`src/rtl/udlx_ctrl_pkg.sv`:
```
// Shared decode-control definitions: flush FSM encoding and scheduler defaults.
package udlx_ctrl_pkg;

  typedef enum logic {
    ST_RUN   = 1'b0,
    ST_FLUSH = 1'b1
  } sched_state_t;

  localparam int FLUSH_CYCLES_DEFAULT   = 2;
  localparam int REG_ADDR_WIDTH_DEFAULT = 5;

  // Counter must hold FLUSH_CYCLES itself, hence the +1.
  function automatic int flush_cnt_width(input int n);
    return $clog2(n + 1);
  endfunction

endpackage

```
`src/rtl/decode_hazard_scheduler_if.sv`:
```
// ID-stage hazard/flush control bundle; master = pipeline side, slave = scheduler.
interface decode_hazard_scheduler_if
  import udlx_ctrl_pkg::*;
#(
  parameter int REG_ADDR_WIDTH = REG_ADDR_WIDTH_DEFAULT
);

  localparam int NUM_REGS = 1 << REG_ADDR_WIDTH;

  logic                      if_id_rd_reg_a_en;
  logic                      if_id_rd_reg_b_en;
  logic [REG_ADDR_WIDTH-1:0] if_id_rd_reg_a_addr;
  logic [REG_ADDR_WIDTH-1:0] if_id_rd_reg_b_addr;
  logic                      id_reg_wr_en;
  logic [REG_ADDR_WIDTH-1:0] id_reg_wr_addr;
  logic                      id_mem_data_rd_en;
  logic                      wb_write_enable;
  logic [REG_ADDR_WIDTH-1:0] wb_reg_wr_addr;
  logic                      select_new_pc;

  logic                      inst_rd_en;
  logic                      stall;
  logic                      general_flush;
  logic                      decode_flush;
  logic [NUM_REGS-1:0]       pending_mask;

  modport master (
    output if_id_rd_reg_a_en, if_id_rd_reg_b_en,
    output if_id_rd_reg_a_addr, if_id_rd_reg_b_addr,
    output id_reg_wr_en, id_reg_wr_addr, id_mem_data_rd_en,
    output wb_write_enable, wb_reg_wr_addr, select_new_pc,
    input  inst_rd_en, stall, general_flush, decode_flush, pending_mask
  );

  modport slave (
    input  if_id_rd_reg_a_en, if_id_rd_reg_b_en,
    input  if_id_rd_reg_a_addr, if_id_rd_reg_b_addr,
    input  id_reg_wr_en, id_reg_wr_addr, id_mem_data_rd_en,
    input  wb_write_enable, wb_reg_wr_addr, select_new_pc,
    output inst_rd_en, stall, general_flush, decode_flush, pending_mask
  );

endinterface

```
`src/rtl/decode_hazard_scheduler_scoreboard.sv`:
```
// One pending bit per register for in-flight loads; set wins over clear, r0 never set.
// Lookups are combinational and see a same-cycle write-back clear as already retired.
module reg_scoreboard
  import udlx_ctrl_pkg::*;
#(
  parameter int REG_ADDR_WIDTH = REG_ADDR_WIDTH_DEFAULT,
  localparam int NUM_REGS      = 1 << REG_ADDR_WIDTH
) (
  input  logic                      clk,
  input  logic                      rst_n,
  input  logic                      set_en,
  input  logic [REG_ADDR_WIDTH-1:0] set_addr,
  input  logic                      clr_en,
  input  logic [REG_ADDR_WIDTH-1:0] clr_addr,
  input  logic                      lkp_a_en,
  input  logic [REG_ADDR_WIDTH-1:0] lkp_a_addr,
  input  logic                      lkp_b_en,
  input  logic [REG_ADDR_WIDTH-1:0] lkp_b_addr,
  output logic                      lkp_a_hit,
  output logic                      lkp_b_hit,
  output logic [NUM_REGS-1:0]       pending
);

  logic [NUM_REGS-1:0] set_mask;
  logic [NUM_REGS-1:0] clr_mask;

  always_comb begin
    set_mask = '0;
    clr_mask = '0;
    if (set_en && (set_addr != '0)) set_mask[set_addr] = 1'b1;
    if (clr_en) clr_mask[clr_addr] = 1'b1;
  end

  always_ff @(posedge clk or negedge rst_n) begin
    if (!rst_n) begin
      pending <= '0;
    end else begin
      pending <= (pending & ~clr_mask) | set_mask;
    end
  end

  assign lkp_a_hit = lkp_a_en && (lkp_a_addr != '0) &&
                     pending[lkp_a_addr] && !clr_mask[lkp_a_addr];
  assign lkp_b_hit = lkp_b_en && (lkp_b_addr != '0) &&
                     pending[lkp_b_addr] && !clr_mask[lkp_b_addr];

endmodule

```
`src/rtl/decode_hazard_scheduler.sv`:
```
// Load-use stall and branch flush control for ID; stall/decode_flush combinational, FSM 1-cycle.
// Optional HAZARD_SCHED_STALL_COUNT_EN adds a saturating 16-bit stall cycle counter.
module decode_hazard_scheduler
  import udlx_ctrl_pkg::*;
#(
  parameter int REG_ADDR_WIDTH = REG_ADDR_WIDTH_DEFAULT,
  parameter int FLUSH_CYCLES   = FLUSH_CYCLES_DEFAULT
) (
  input  logic                      clk,
  input  logic                      rst_n,
  decode_hazard_scheduler_if.slave  bus
`ifdef HAZARD_SCHED_STALL_COUNT_EN
  ,
  output logic [15:0]               stall_count
`endif
);

  localparam int CNT_W = flush_cnt_width(FLUSH_CYCLES);
  localparam logic [CNT_W-1:0] CNT_LOAD = CNT_W'(FLUSH_CYCLES);
  localparam logic [CNT_W-1:0] CNT_ONE  = CNT_W'(1);

  sched_state_t     state;
  logic [CNT_W-1:0] flush_cnt;
  logic             in_run;
  logic             hit_a;
  logic             hit_b;
  logic             stall_int;
  logic             sb_set_en;

  assign in_run    = (state == ST_RUN);
  assign stall_int = in_run && (hit_a || hit_b);
  // Loads decoded while flushing are being squashed, so they never reserve a register.
  assign sb_set_en = in_run && !stall_int && bus.id_mem_data_rd_en && bus.id_reg_wr_en;

  reg_scoreboard #(
    .REG_ADDR_WIDTH (REG_ADDR_WIDTH)
  ) u_scoreboard (
    .clk        (clk),
    .rst_n      (rst_n),
    .set_en     (sb_set_en),
    .set_addr   (bus.id_reg_wr_addr),
    .clr_en     (bus.wb_write_enable),
    .clr_addr   (bus.wb_reg_wr_addr),
    .lkp_a_en   (bus.if_id_rd_reg_a_en),
    .lkp_a_addr (bus.if_id_rd_reg_a_addr),
    .lkp_b_en   (bus.if_id_rd_reg_b_en),
    .lkp_b_addr (bus.if_id_rd_reg_b_addr),
    .lkp_a_hit  (hit_a),
    .lkp_b_hit  (hit_b),
    .pending    (bus.pending_mask)
  );

  // A new redirect while flushing restarts the full flush window.
  always_ff @(posedge clk or negedge rst_n) begin
    if (!rst_n) begin
      state     <= ST_RUN;
      flush_cnt <= '0;
    end else begin
      case (state)
        ST_RUN: begin
          if (bus.select_new_pc) begin
            state     <= ST_FLUSH;
            flush_cnt <= CNT_LOAD;
          end
        end
        ST_FLUSH: begin
          if (bus.select_new_pc) begin
            flush_cnt <= CNT_LOAD;
          end else if (flush_cnt == CNT_ONE) begin
            state     <= ST_RUN;
            flush_cnt <= '0;
          end else begin
            flush_cnt <= flush_cnt - CNT_ONE;
          end
        end
        default: begin
          state     <= ST_RUN;
          flush_cnt <= '0;
        end
      endcase
    end
  end

  assign bus.stall         = stall_int;
  assign bus.inst_rd_en    = !stall_int;
  assign bus.general_flush = (state == ST_FLUSH);
  // Gate the redirect term so decode_flush stays low while reset is held.
  assign bus.decode_flush  = (state == ST_FLUSH) || (rst_n && bus.select_new_pc);

`ifdef HAZARD_SCHED_STALL_COUNT_EN
  logic [15:0] stall_count_q;

  always_ff @(posedge clk or negedge rst_n) begin
    if (!rst_n) begin
      stall_count_q <= '0;
    end else if (stall_int && (stall_count_q != 16'hFFFF)) begin
      stall_count_q <= stall_count_q + 16'd1;
    end
  end

  assign stall_count = stall_count_q;
`endif

endmodule

```
`src/flat_wrapper.sv`:
```
// flat-port wrapper written by rule: the top's interface ports become plain ports
module decode_hazard_scheduler_flat import udlx_ctrl_pkg::*;
#(
  parameter int REG_ADDR_WIDTH = REG_ADDR_WIDTH_DEFAULT,
  parameter int FLUSH_CYCLES   = FLUSH_CYCLES_DEFAULT
)
  (clk, rst_n, bus_if_id_rd_reg_a_en, bus_if_id_rd_reg_b_en, bus_if_id_rd_reg_a_addr, bus_if_id_rd_reg_b_addr, bus_id_reg_wr_en, bus_id_reg_wr_addr, bus_id_mem_data_rd_en, bus_wb_write_enable, bus_wb_reg_wr_addr, bus_select_new_pc, bus_inst_rd_en, bus_stall, bus_general_flush, bus_decode_flush, bus_pending_mask);
  decode_hazard_scheduler_if #(.REG_ADDR_WIDTH(REG_ADDR_WIDTH)) bus_i ();
  input  logic clk;
  input  logic rst_n;
  input wire logic [$bits(bus_i.if_id_rd_reg_a_en)-1:0] bus_if_id_rd_reg_a_en;
  input wire logic [$bits(bus_i.if_id_rd_reg_b_en)-1:0] bus_if_id_rd_reg_b_en;
  input wire logic [$bits(bus_i.if_id_rd_reg_a_addr)-1:0] bus_if_id_rd_reg_a_addr;
  input wire logic [$bits(bus_i.if_id_rd_reg_b_addr)-1:0] bus_if_id_rd_reg_b_addr;
  input wire logic [$bits(bus_i.id_reg_wr_en)-1:0] bus_id_reg_wr_en;
  input wire logic [$bits(bus_i.id_reg_wr_addr)-1:0] bus_id_reg_wr_addr;
  input wire logic [$bits(bus_i.id_mem_data_rd_en)-1:0] bus_id_mem_data_rd_en;
  input wire logic [$bits(bus_i.wb_write_enable)-1:0] bus_wb_write_enable;
  input wire logic [$bits(bus_i.wb_reg_wr_addr)-1:0] bus_wb_reg_wr_addr;
  input wire logic [$bits(bus_i.select_new_pc)-1:0] bus_select_new_pc;
  output wire logic [$bits(bus_i.inst_rd_en)-1:0] bus_inst_rd_en;
  output wire logic [$bits(bus_i.stall)-1:0] bus_stall;
  output wire logic [$bits(bus_i.general_flush)-1:0] bus_general_flush;
  output wire logic [$bits(bus_i.decode_flush)-1:0] bus_decode_flush;
  output wire logic [$bits(bus_i.pending_mask)-1:0] bus_pending_mask;
  assign bus_i.if_id_rd_reg_a_en = bus_if_id_rd_reg_a_en;
  assign bus_i.if_id_rd_reg_b_en = bus_if_id_rd_reg_b_en;
  assign bus_i.if_id_rd_reg_a_addr = bus_if_id_rd_reg_a_addr;
  assign bus_i.if_id_rd_reg_b_addr = bus_if_id_rd_reg_b_addr;
  assign bus_i.id_reg_wr_en = bus_id_reg_wr_en;
  assign bus_i.id_reg_wr_addr = bus_id_reg_wr_addr;
  assign bus_i.id_mem_data_rd_en = bus_id_mem_data_rd_en;
  assign bus_i.wb_write_enable = bus_wb_write_enable;
  assign bus_i.wb_reg_wr_addr = bus_wb_reg_wr_addr;
  assign bus_i.select_new_pc = bus_select_new_pc;
  assign bus_inst_rd_en = bus_i.inst_rd_en;
  assign bus_stall = bus_i.stall;
  assign bus_general_flush = bus_i.general_flush;
  assign bus_decode_flush = bus_i.decode_flush;
  assign bus_pending_mask = bus_i.pending_mask;
  decode_hazard_scheduler #(.REG_ADDR_WIDTH(REG_ADDR_WIDTH), .FLUSH_CYCLES(FLUSH_CYCLES)) u_core (.clk(clk), .rst_n(rst_n), .bus(bus_i));
endmodule
```
`config.mk`:
```
export PLATFORM = sky130hd
export DESIGN_NAME = decode_hazard_scheduler_flat
export DESIGN_NICKNAME = d
export VERILOG_FILES = /design/src/rtl/udlx_ctrl_pkg.sv /design/src/rtl/decode_hazard_scheduler_if.sv /design/src/rtl/decode_hazard_scheduler_scoreboard.sv /design/src/rtl/decode_hazard_scheduler.sv /design/src/flat_wrapper.sv
export SDC_FILE = /design/constraint.sdc
export NUM_CORES = 1
export LEC_CHECK = 0
export ABC_AREA = 0
export CAP_MARGIN = 20
export CELL_PAD_IN_SITES_DETAIL_PLACEMENT = 2
export CELL_PAD_IN_SITES_GLOBAL_PLACEMENT = 2
export CORE_ASPECT_RATIO = 0.8
export CORE_UTILIZATION = 32
export DETAILED_ROUTE_END_ITERATION = 12
export PLACE_DENSITY = 0.94
export SYNTH_ARGS = -nofsm -noshare
export SYNTH_HDL_FRONTEND = slang
export SYNTH_SLANG_ARGS = --single-unit
```
`constraint.sdc`:
```
create_clock -name clk -period 4.7 [get_ports clk]
set_clock_uncertainty 0.05 [all_clocks]
set_input_delay 0.705 -clock clk [delete_from_list [all_inputs] [get_ports clk]]
set_output_delay 0.705 -clock clk [all_outputs]
set_load 0.03 [all_outputs]
```
==> impl_results.md <==
* Status: finished clean
* Hold buffers post-CTS at 0
* Max Freq at 245.3 MHz
* GR Overflow Total at 0
* Setup crit end kind: output pin
* Crit-path max FO at 11
* Setup TNS at 0 ns
* FF-to-FF path depth at 6
* Reg2Reg Capture Point: u_core.u_scoreboard.pending[1]
* Worst setup SP type: input port
* Simple-gate share of the synthesized area at 16.73%
* Power density over the cells at 253.3 nW/µm²
* Post-CTS Setup Repair Bufs at 0
* N_diodes at 0
* CP required at ~4 ns
* Area share of fa/ha/maj cells after synthesis at 0.5023%
* Initial antenna violation count at 0
* VDD IR max at 0.0001427 V
* WP data arrival at between 3 and 4 ns
* Final wirelength at 10500 µm
* RSZ-0062 raised after global routing: no
* Cell area after synthesis at 2491 µm²
* Most common cell after layout, fill and taps aside: clkdlybuf4s50_1
* Leak at about 0.0012 µW
* Design Area, Final at 3261 µm²
* Filler cells at 796
* Critical path class: in -> out
* Multi-input combinational cell area at 1464 µm²
* DRC Markers at 0
* CTS root buffer: clkbuf_8
* DIE AREA at 8144 µm²
* Mux contribution to synthesized area at 13.21%
* Largest net degree at the start of global routing at 36
* CTS Buf Count at 5
* EDFF count, synth at 0
* Final Max Tran Viols at 0
* Cell Area, Placed at 3161 µm²
* Syn Area/Cell at between 9 and 10 µm²
* Starting Density at 33.38%
* Warnings from Yosys at 0
* Worst skew pair latency at 0.29 ns
* Main combinational cell family by area after synthesis: compound AO/OA/AOI/OAI gates
* Most frequent cells in the layout: 61 x clkdlybuf4s50_1, 35 x dfrtp_1, 32 x o21ai_0
* Clk slew on worst S/H paths at 0.07 ns
* Layout cell share with drive strength beyond 1 at 11.29%
* Prevailing post-synth register cell: dfrtp_1
* IO Port Bufs at 63
* Mapped Cells at between 200 and 300
* Gr usage total at around a quarter
* Register area at 875.8 µm²
* Worst hold path depth at 2
* Worst slew margin at between 50% and 60%
* CTS tree: built
* Placer Congestion at roughly 0.84
* First drt pass iteration count at 5
* Min-delay src: u_core.flush_cnt[1]
* Clock buffer depth at 2
* Synth-to-Final Area Change at 30.89%
* IO Pins at 64
* Core Box Area at 7462 µm²
* Hpwl dp at 7683 µm
* Worst slew pin tran at 0.6745 ns
* Clock Sink Count at 35
* XOR/XNOR Fraction of Synth Area at under 10%
* # nets final at 338
* Seq/Total Area, Yosys at 35.16%
* # resized after CTS at 0
* Iter 0 DRT Violations at 220
* Max cap viols at 0
* Reg2Reg Setup Slack at 2.21 ns
* WL/cell at 25.31 µm
* First-pass GRT wire length at 16090 µm
* Total number of vias at 2564
* Antenna viol nets, final at 0
* Synth unique cells at 52
* Period utilization at 86.74%
* CTS H-tree lvls at 2
* Post-synthesis compound-gate area fraction at 25.16%
* Die height at 80.92 µm
* Final Hold Fails at 0
* Tmin final at 4.077 ns
* FF+latch count, synth at 35
* Vias in the first global route at 2773
* Hold endpoint: u_core.flush_cnt[1]
* Min-delay worst type: reg -> reg
* R2r startpoint: u_core.u_scoreboard.pending[22]
* Mapped Nets at 284
* Asr flop ratio synth at 100.0%
* Vias/cell at 6.178
* Final setup violation count at 0
* FP Rows at 28
* Die X at approximately 100 µm
* Layout Utilization at between 40% and 50%
worst max-delay path by stage:
stage / start / end / slack [ns] / depth (start not counted)
after floorplan: bus_if_id_rd_reg_b_addr[2] / bus_inst_rd_en / 1.12 / 8
after global placement: bus_if_id_rd_reg_a_addr[0] / bus_inst_rd_en / 0.85 / 8
after detailed placement: bus_if_id_rd_reg_a_addr[0] / bus_inst_rd_en / 0.63 / 8
after CTS: bus_if_id_rd_reg_a_addr[0] / bus_inst_rd_en / 0.64 / 8
after global routing: bus_if_id_rd_reg_a_addr[0] / bus_inst_rd_en / 0.45 / 8
final: bus_if_id_rd_reg_a_addr[0] / bus_inst_rd_en / 0.62 / 8
routing by layer:
layer / vias to the layer above / global-route usage, % / wire length (µm)
li1: 1110 / - / -
met1: 1325 / 34.48 / 4477
met2: 114 / 46.03 / 5212
met3: 15 / 4.131 / 653
met4: 0 / 6.957 / 158
met5: - / 0 / 0
cells in the mapped netlist (3+ instances only):
cell | n | share of area (%)
buf_2 | 4 | 0.80
buf_6 | 5 | 2.3
clkbuf_1 | 9 | 1.4
dfrtp_1 | 35 | 35
inv_1 | 5 | 0.75
mux2_2 | 3 | 1.4
mux2i_1 | 7 | 2.8
mux4_2 | 10 | 9.0
nand2_1 | 24 | 3.6
nand2b_1 | 6 | 1.5
nand3_1 | 6 | 1.2
nand3b_1 | 4 | 1.2
nand4_1 | 3 | 0.75
nor2_1 | 10 | 1.5
nor2b_1 | 6 | 1.5
nor3_1 | 5 | 1.0
o21ai_0 | 32 | 6.4
o31ai_1 | 3 | 0.90
o41ai_1 | 30 | 11
xnor2_1 | 5 | 1.8
xor2_1 | 4 | 1.4
power breakdown:
part           internal, µW  switching [µW]  total (µW)
Sequential              320            24.9         345
Clock                   134             112         246
Combinational          95.0             140         235
Total                   549             277         826
final cells by class:
type,instances,area share (%)
multi-input cells,193,44.90
flip-flops and latches,35,26.86
repair buffers,69,20.57
well taps,105,4.029
clock buffers,8,3.070
inverters,5,0.5756
through the flow:
| step | cells | power [µW] | setup WS (ns) | hold WS [ns] |
|---|---|---|---|---|
| final | 415 | 826.0 | 0.6233 | 0.5185 |
| after global placement | 407 | 568.8 | 0.8546 | 0.4809 |
| after CTS | 415 | 827.9 | 0.6372 | 0.5201 |
| after floorplan | 255 | 475.2 | 1.119 | 0.3594 |
| after detailed placement | 407 | 582.2 | 0.6337 | 0.5020 |
| after global routing | 415 | 857.4 | 0.4515 | 0.5286 |
sequential cells by signal, summed over array words and instances (netlist names):
register,cells
u_core.bus.general_flush,1
u_core.u_scoreboard.pending,32
u_core.flush_cnt,2
cell families (layout without fill, tap and decap cells):
| group | Yosys count | count (layout) |
|---|---|---|
| AOI/OAI and AO/OA | 85 | 85 |
| xor gates and xnor gates | 9 | 9 |
| adders and majority gates | 1 | 1 |
| buffers and inverters | 27 | 82 |
| DFF | 35 | 35 |
| muxes | 20 | 20 |
| and+or+nand+nor | 78 | 78 |
critical path, stage by stage:
cell and delay [ns]:
clkdlybuf4s50_1 0.90, mux2i_1 0.22, a221oi_1 0.42, o21ai_0 0.19, a2111o_1 0.44, nand2_1 0.13
o21ai_0 0.10, buf_4 0.19
Note: power is estimated with default switching activity, not from simulation.
